<file path="config.mk">
export PLATFORM = sky130hd
export DESIGN_NAME = lv_abist_seq
export DESIGN_NICKNAME = d
export VERILOG_FILES = /design/src/rtl/lv_abist_seq.sv
export SDC_FILE = /design/constraint.sdc
export NUM_CORES = 1
export LEC_CHECK = 0
export CAP_MARGIN = 20
export CORE_MARGIN = 8
export CORE_UTILIZATION = 34
export DETAILED_ROUTE_END_ITERATION = 16
export PLACE_DENSITY = 0.61
export SETUP_SLACK_MARGIN = 0.5
export SYNTH_ARGS = -nofsm -noshare
export SYNTH_HDL_FRONTEND = slang
export SYNTH_SLANG_ARGS = --single-unit
</file>
<file path="constraint.sdc">
create_clock -name i_clk -period 3.6 [get_ports i_clk]
set_clock_uncertainty 0.2 [all_clocks]
set_input_delay 0.54 -clock i_clk [delete_from_list [all_inputs] [get_ports i_clk]]
set_output_delay 0.54 -clock i_clk [all_outputs]
set_load 0.005 [all_outputs]
</file>
<file path="src/rtl/lv_abist_seq.sv">
// lv_abist_seq - multi-channel analog BIST sequencer for the LV domain.
//
// Walks CH_NUM analog detectors one at a time. For each channel it checks that
// the detector is low, then forces the stimulus and waits for the detector to
// fire within WIN_CYC cycles. It then removes the stimulus and waits GAP_CYC
// cycles, and finally checks that the detector has released. When all channels
// are done it reports the result and enables logic BIST.
//
// Optional build macro: ABIST_DGL_EN. When it is defined, a detect during the
// stimulus window qualifies only after DGL_CYC consecutive high cycles. When it
// is undefined, a single high cycle qualifies and no deglitch logic exists.
//
// Ports:
//   i_clk         block clock
//   i_rst_n       asynchronous active-low reset
//   i_bist_en     level enable; low aborts to idle
//   i_ch_mask     1 = skip channel (reported as pass)
//   i_det         detector flags, already synchronised to i_clk
//   o_stim        one-hot stimulus force
//   o_ch_rult     per-channel result, 1 = pass
//   o_abist_rult  AND of o_ch_rult, qualified by done
//   o_abist_done  sequence complete
//   o_lbist_en    logic-BIST enable
module lv_abist_seq #(
    parameter int unsigned CLK_M   = 48,
    parameter int unsigned CH_NUM  = 4,
    parameter int unsigned WIN_US  = 70,
    parameter int unsigned GAP_US  = 2,
    parameter int unsigned DGL_CYC = 3
) (
    input  logic              i_clk,
    input  logic              i_rst_n,
    input  logic              i_bist_en,
    input  logic [CH_NUM-1:0] i_ch_mask,
    input  logic [CH_NUM-1:0] i_det,
    output logic [CH_NUM-1:0] o_stim,
    output logic [CH_NUM-1:0] o_ch_rult,
    output logic              o_abist_rult,
    output logic              o_abist_done,
    output logic              o_lbist_en
);

    localparam int unsigned WIN_CYC = WIN_US * CLK_M;
    localparam int unsigned GAP_CYC = GAP_US * CLK_M;
    localparam int unsigned CNT_MAX = (WIN_CYC > GAP_CYC) ? WIN_CYC : GAP_CYC;
    localparam int unsigned CNT_W   = $clog2(CNT_MAX + 1);
    localparam int unsigned IDX_W   = (CH_NUM > 1) ? $clog2(CH_NUM) : 1;

    typedef enum logic [2:0] {StIdle, StSel, StStim, StGap, StDone} state_e;

    state_e            state_q, state_d;
    logic [IDX_W-1:0]  idx_q, idx_d;
    logic [CNT_W-1:0]  cnt_q, cnt_d;
    logic              pass_q, pass_d;
    logic [CH_NUM-1:0] stim_q, stim_d;
    logic [CH_NUM-1:0] rult_q, rult_d;
    logic              done_q, done_d;
    logic              lbist_q, lbist_d;
    logic              all_q, all_d;

    logic              det_cur;
    logic              det_qual;
    logic [CNT_W-1:0]  cnt_inc;
    logic              advance;

    assign det_cur = i_det[idx_q];
    // Saturating increment; the counter never wraps.
    assign cnt_inc = (cnt_q == CNT_W'(CNT_MAX)) ? cnt_q : cnt_q + CNT_W'(1);

`ifdef ABIST_DGL_EN
    localparam int unsigned DGL_W = $clog2(DGL_CYC + 1);

    logic [DGL_W-1:0] run_q, run_d;

    // Length of the current high run of the selected detector during STIM.
    always_comb begin
        run_d = '0;
        if (i_bist_en && state_q == StStim && det_cur) begin
            run_d = (run_q == DGL_W'(DGL_CYC)) ? run_q : run_q + DGL_W'(1);
        end
    end

    always_ff @(posedge i_clk or negedge i_rst_n) begin
        if (!i_rst_n) begin
            run_q <= '0;
        end else begin
            run_q <= run_d;
        end
    end

    // Qualifies on the DGL_CYC-th consecutive high cycle.
    assign det_qual = det_cur && (run_q >= DGL_W'(DGL_CYC - 1));
`else
    assign det_qual = det_cur;
`endif

    always_comb begin
        state_d = state_q;
        idx_d   = idx_q;
        cnt_d   = cnt_q;
        pass_d  = pass_q;
        rult_d  = rult_q;
        advance = 1'b0;

        if (!i_bist_en) begin
            // Abort: results are kept for inspection until the next run.
            state_d = StIdle;
            cnt_d   = '0;
        end else begin
            case (state_q)
                StIdle: begin
                    rult_d  = '0;
                    idx_d   = '0;
                    cnt_d   = '0;
                    state_d = StSel;
                end
                StSel: begin
                    if (i_ch_mask[idx_q]) begin
                        rult_d[idx_q] = 1'b1;
                        advance       = 1'b1;
                    end else if (det_cur) begin
                        // Stuck high before any stimulus: leave result at fail.
                        advance = 1'b1;
                    end else begin
                        cnt_d   = '0;
                        pass_d  = 1'b0;
                        state_d = StStim;
                    end
                end
                StStim: begin
                    cnt_d = cnt_inc;
                    if (det_qual) begin
                        pass_d  = 1'b1;
                        cnt_d   = '0;
                        state_d = StGap;
                    end else if (cnt_q == CNT_W'(WIN_CYC - 1)) begin
                        cnt_d   = '0;
                        state_d = StGap;
                    end
                end
                StGap: begin
                    cnt_d = cnt_inc;
                    if (cnt_q == CNT_W'(GAP_CYC - 1)) begin
                        // A detector still high after the gap is stuck.
                        rult_d[idx_q] = pass_q & ~det_cur;
                        advance       = 1'b1;
                    end
                end
                StDone: begin
                end
                default: begin
                    state_d = StIdle;
                end
            endcase

            if (advance) begin
                cnt_d = '0;
                if (idx_q == IDX_W'(CH_NUM - 1)) begin
                    state_d = StDone;
                end else begin
                    idx_d   = idx_q + IDX_W'(1);
                    state_d = StSel;
                end
            end
        end

        // Outputs are registered decodes of the next state.
        stim_d = '0;
        if (state_d == StStim) begin
            stim_d[idx_d] = 1'b1;
        end
        done_d  = (state_d == StDone);
        lbist_d = (state_d == StDone);
        all_d   = (state_d == StDone) && (&rult_d);
    end

    always_ff @(posedge i_clk or negedge i_rst_n) begin
        if (!i_rst_n) begin
            state_q <= StIdle;
            idx_q   <= '0;
            cnt_q   <= '0;
            pass_q  <= 1'b0;
            stim_q  <= '0;
            rult_q  <= '0;
            done_q  <= 1'b0;
            lbist_q <= 1'b0;
            all_q   <= 1'b0;
        end else begin
            state_q <= state_d;
            idx_q   <= idx_d;
            cnt_q   <= cnt_d;
            pass_q  <= pass_d;
            stim_q  <= stim_d;
            rult_q  <= rult_d;
            done_q  <= done_d;
            lbist_q <= lbist_d;
            all_q   <= all_d;
        end
    end

    assign o_stim       = stim_q;
    assign o_ch_rult    = rult_q;
    assign o_abist_rult = all_q;
    assign o_abist_done = done_q;
    assign o_lbist_en   = lbist_q;

endmodule

</file>
==> metrics.cfg <==
[run_status]
status = finished clean

[grt]
grt.overflow.total = 0
grt_start_max_net_pins = 29
grt_pass1_wl_microns = 7350
grt_pass1_vias = 1495
antenna_found_initial = 0
grt.total_usage_pct = 10.6

[die]
io_pins = 22
core_sq_mm = 0.00541
row_count = 27
die_w_microns = 90.1
die_y_microns = 90.1
start_util_pct = 34.5
dieArea_sq_mm = 0.00811

[clock_tree]
clk_pin_slew_ns = 0.09
numCtsBuffers = 3
cts_resized = 0
cts_hold_buf = 0
cts_setup_buffers = 0
tritoncts = done
clock_latency_ns = 0.28
cts_root_buf = clkbuf_8
cts.sinks = 28
cts_buffer_depth = 2
htree_levels = 1

[synthesis]
avgSynthCellArea_sq_um = 9.92
syn_nets = 205
synthArstFlopShare_pct = 100
yosys_warnings = 0
yosysTopAreaCell = dfrtp_1
synth_cell_types = 59
yosys-top-cells-area = dfrtp_1, nand3_1, ha_1
syn_area_sq_mm = 0.00186
synth.top_cell.area_share_pct = 37.6
synth_seq_area_share_pct = 37.6
synth_seq_cells = 28
synthFlopType = dfrtp_1
syn_inst = 188
synth_edf_count = 0

[layout]
stdcell_count = 277
drive_gt1_share_pct = 9.27
final_nets = 224
syn2layout_area_growth_pct = 14.5
post-route-util_pct = 39.5
antenna_cells = 0
fillCellCount = 550
multi_input_area_sq_mm = 0.00105
regArea_sq_um = 701

[worst_setup_path]
critical_path_required_ns = 3.56
worstPathArrival_ns = 2.67
critPathMaxFanout = 12
crit_buf_inv = 1
regToRegStartpoint = cnt_q[8]$_DFFE_PN0P_
path_class = in -> reg
r2r_setup_slack_ns = 1.15
critPathLaunch = i_bist_en
worst-path-stages = 6
cp-start-kind = input pin
endpoint_kind = flop
crit_family = simple AND/OR/NAND/NOR gates
slowest_delay_ns = 0.69
rr_worst_depth = 5
path_cells = clkdlybuf4s50_1 > nor2b_1 > and2_0 > a32o_1 > a32oi_1 > nor4b_1
endpoint = o_abist_rult$_DFF_PN0_
r2r_end = o_abist_rult$_DFF_PN0_
cp_slowest_cell = clkdlybuf4s50_1

[sta]
max_slew_margin_pct = 66.4
max_freq_mhz = 370
setup_tns_ns = 0
rsz0062_at_grt = no
hold_violations = 0
worstMarginPinSlew_ns = 0.496
finalCritPeriodShare_pct = 75.0
setup_viol = 0
finalMaxSlewViolations = 0
period_minus_slack_ns = 2.70

[routing]
wl_per_cell_microns = 14.9
routed_via_density = 5.64
wl_microns = 4130
drc = 0
ant_nets = 0
drt_iter0_drc = 171
via_count = 1563
drt_first_pass_iters = 4

[power]
power_density_mw_per_mm2 = 429
p_leak_nw = 0.871
vdd_ir_drop_max_v = 0.000230

[placement]
dp.cells = 274
hpwl_microns = 2980
port_buffers = 21
gp_congestion = 0.867

[run]
maxCapViolations = 0

[min_path]
hold_class = reg -> reg

==> placed cells by master, fill, tap and decap left out, drive strengths merged, types with 4 or more instances in the layout <==
cell type      Yosys  routed
mux2               5       5
nand3             16      16
inv                8       8
a21oi              7       7
clkdlybuf4s50      0      21
o21ai              9       9
nor3b              4       4
and2               4       4
nand2             17      17
and3               4       4
dfrtp             28      28
nor2               8       8
ha                 6       6
a32o               5       5
==> where the power goes <==
| part | switching, mW | leakage (nW) | internal, mW | total [mW] |
|---|---|---|---|---|
| Sequential | 0.0575 | 0.387 | 0.344 | 0.402 |
| Combinational | 0.176 | 0.463 | 0.166 | 0.343 |
| Clock | 0.0955 | 0.0216 | 0.0753 | 0.171 |
| Total | 0.329 | 0.871 | 0.586 | 0.915 |
==> metal layers <==
metal | share of wire [%] | up-vias | global-route usage, %
met5 | 0 | - | 0
li1 | - | 762 | -
met3 | 2.7 | 5 | 1.50
met2 | 46 | 32 | 16.3
met4 | 1.9 | 0 | 4.99
met1 | 49 | 764 | 14.4
==> cells in the mapped netlist, types with 3 or more instances <==
cell type  instances
a22o_1             3
buf_6              6
and3_1             4
mux2_2             5
o21ai_0            9
inv_1              8
nor3b_1            4
and2_1             3
nand2_1           17
ha_1               6
a32o_1             5
nand3_1           16
a21o_1             3
a21oi_1            7
nor2b_1            3
nor2_1             8
dfrtp_1           28
nor4_1             3
==> logic make-up (layout without fill, tap and decap cells) <==
group	Yosys count	after routing	share of synthesized area, %
xor gates and xnor gates	1	1	0.470
buffers and inverters	16	33	5.84
adders and majority gates	6	6	4.03
muxes	7	7	5.64
AOI/OAI and AO/OA	51	51	21.9
and+or+nand+nor	79	79	24.6
DFF	28	28	37.6
==> area by class of cell <==
| class | count | share of cell area (%) |
|---|---|---|
| inverters | 8 | 1.41 |
| multi-input cells | 144 | 49.4 |
| clock buffers | 3 | 1.93 |
| well taps | 72 | 4.22 |
| flip-flops and latches | 28 | 32.8 |
| repair buffers | 22 | 10.2 |
==> worst min path at each step <==
stage	start	to	slack, ns	depth (start not counted)
after floorplan	i_rst_n	cnt_q[0]$_DFFE_PN0P_	0.04	0
after global placement	pass_q$_DFFE_PN0P_	pass_q$_DFFE_PN0P_	0.32	2
after detailed placement	cnt_q[3]$_DFFE_PN0P_	cnt_q[3]$_DFFE_PN0P_	0.35	1
after CTS	cnt_q[3]$_DFFE_PN0P_	cnt_q[3]$_DFFE_PN0P_	0.36	1
after global routing	cnt_q[3]$_DFFE_PN0P_	cnt_q[3]$_DFFE_PN0P_	0.40	1
final	pass_q$_DFFE_PN0P_	pass_q$_DFFE_PN0P_	0.35	2
==> registers in the layout, summed over array words and instances (netlist names) <==
signal / flops
pass_q: 1
cnt_q: 12
state_q: 3
o_abist_rult: 1
o_stim: 4
idx_q: 2
o_ch_rult: 4
o_lbist_en: 1
==> worst register-to-register path, cell delays in order (launching register included) <==
cell and delay (ns):
dfrtp_1 0.45, nor4b_1 0.51, nand4_2 0.34, o31ai_1 0.46
a21oi_1 0.08, nor4b_1 0.29
==> through the flow <==
| step | area, sq um | setup slack [ns] | hold slack (ns) | total power, mW |
|---|---|---|---|---|
| 2_1_floorplan | 1860 | 1.35 | 0.0444 | 0.665 |
| 3_3_place_gp | 2090 | 0.681 | 0.324 | 0.749 |
| 3_5_place_dp | 2090 | 0.655 | 0.349 | 0.750 |
| 4_1_cts | 2130 | 0.911 | 0.362 | 0.928 |
| 5_1_grt | 2130 | 0.651 | 0.400 | 0.985 |
| 6_report | 2130 | 0.899 | 0.351 | 0.915 |
Power figures use the tool's default switching activity.
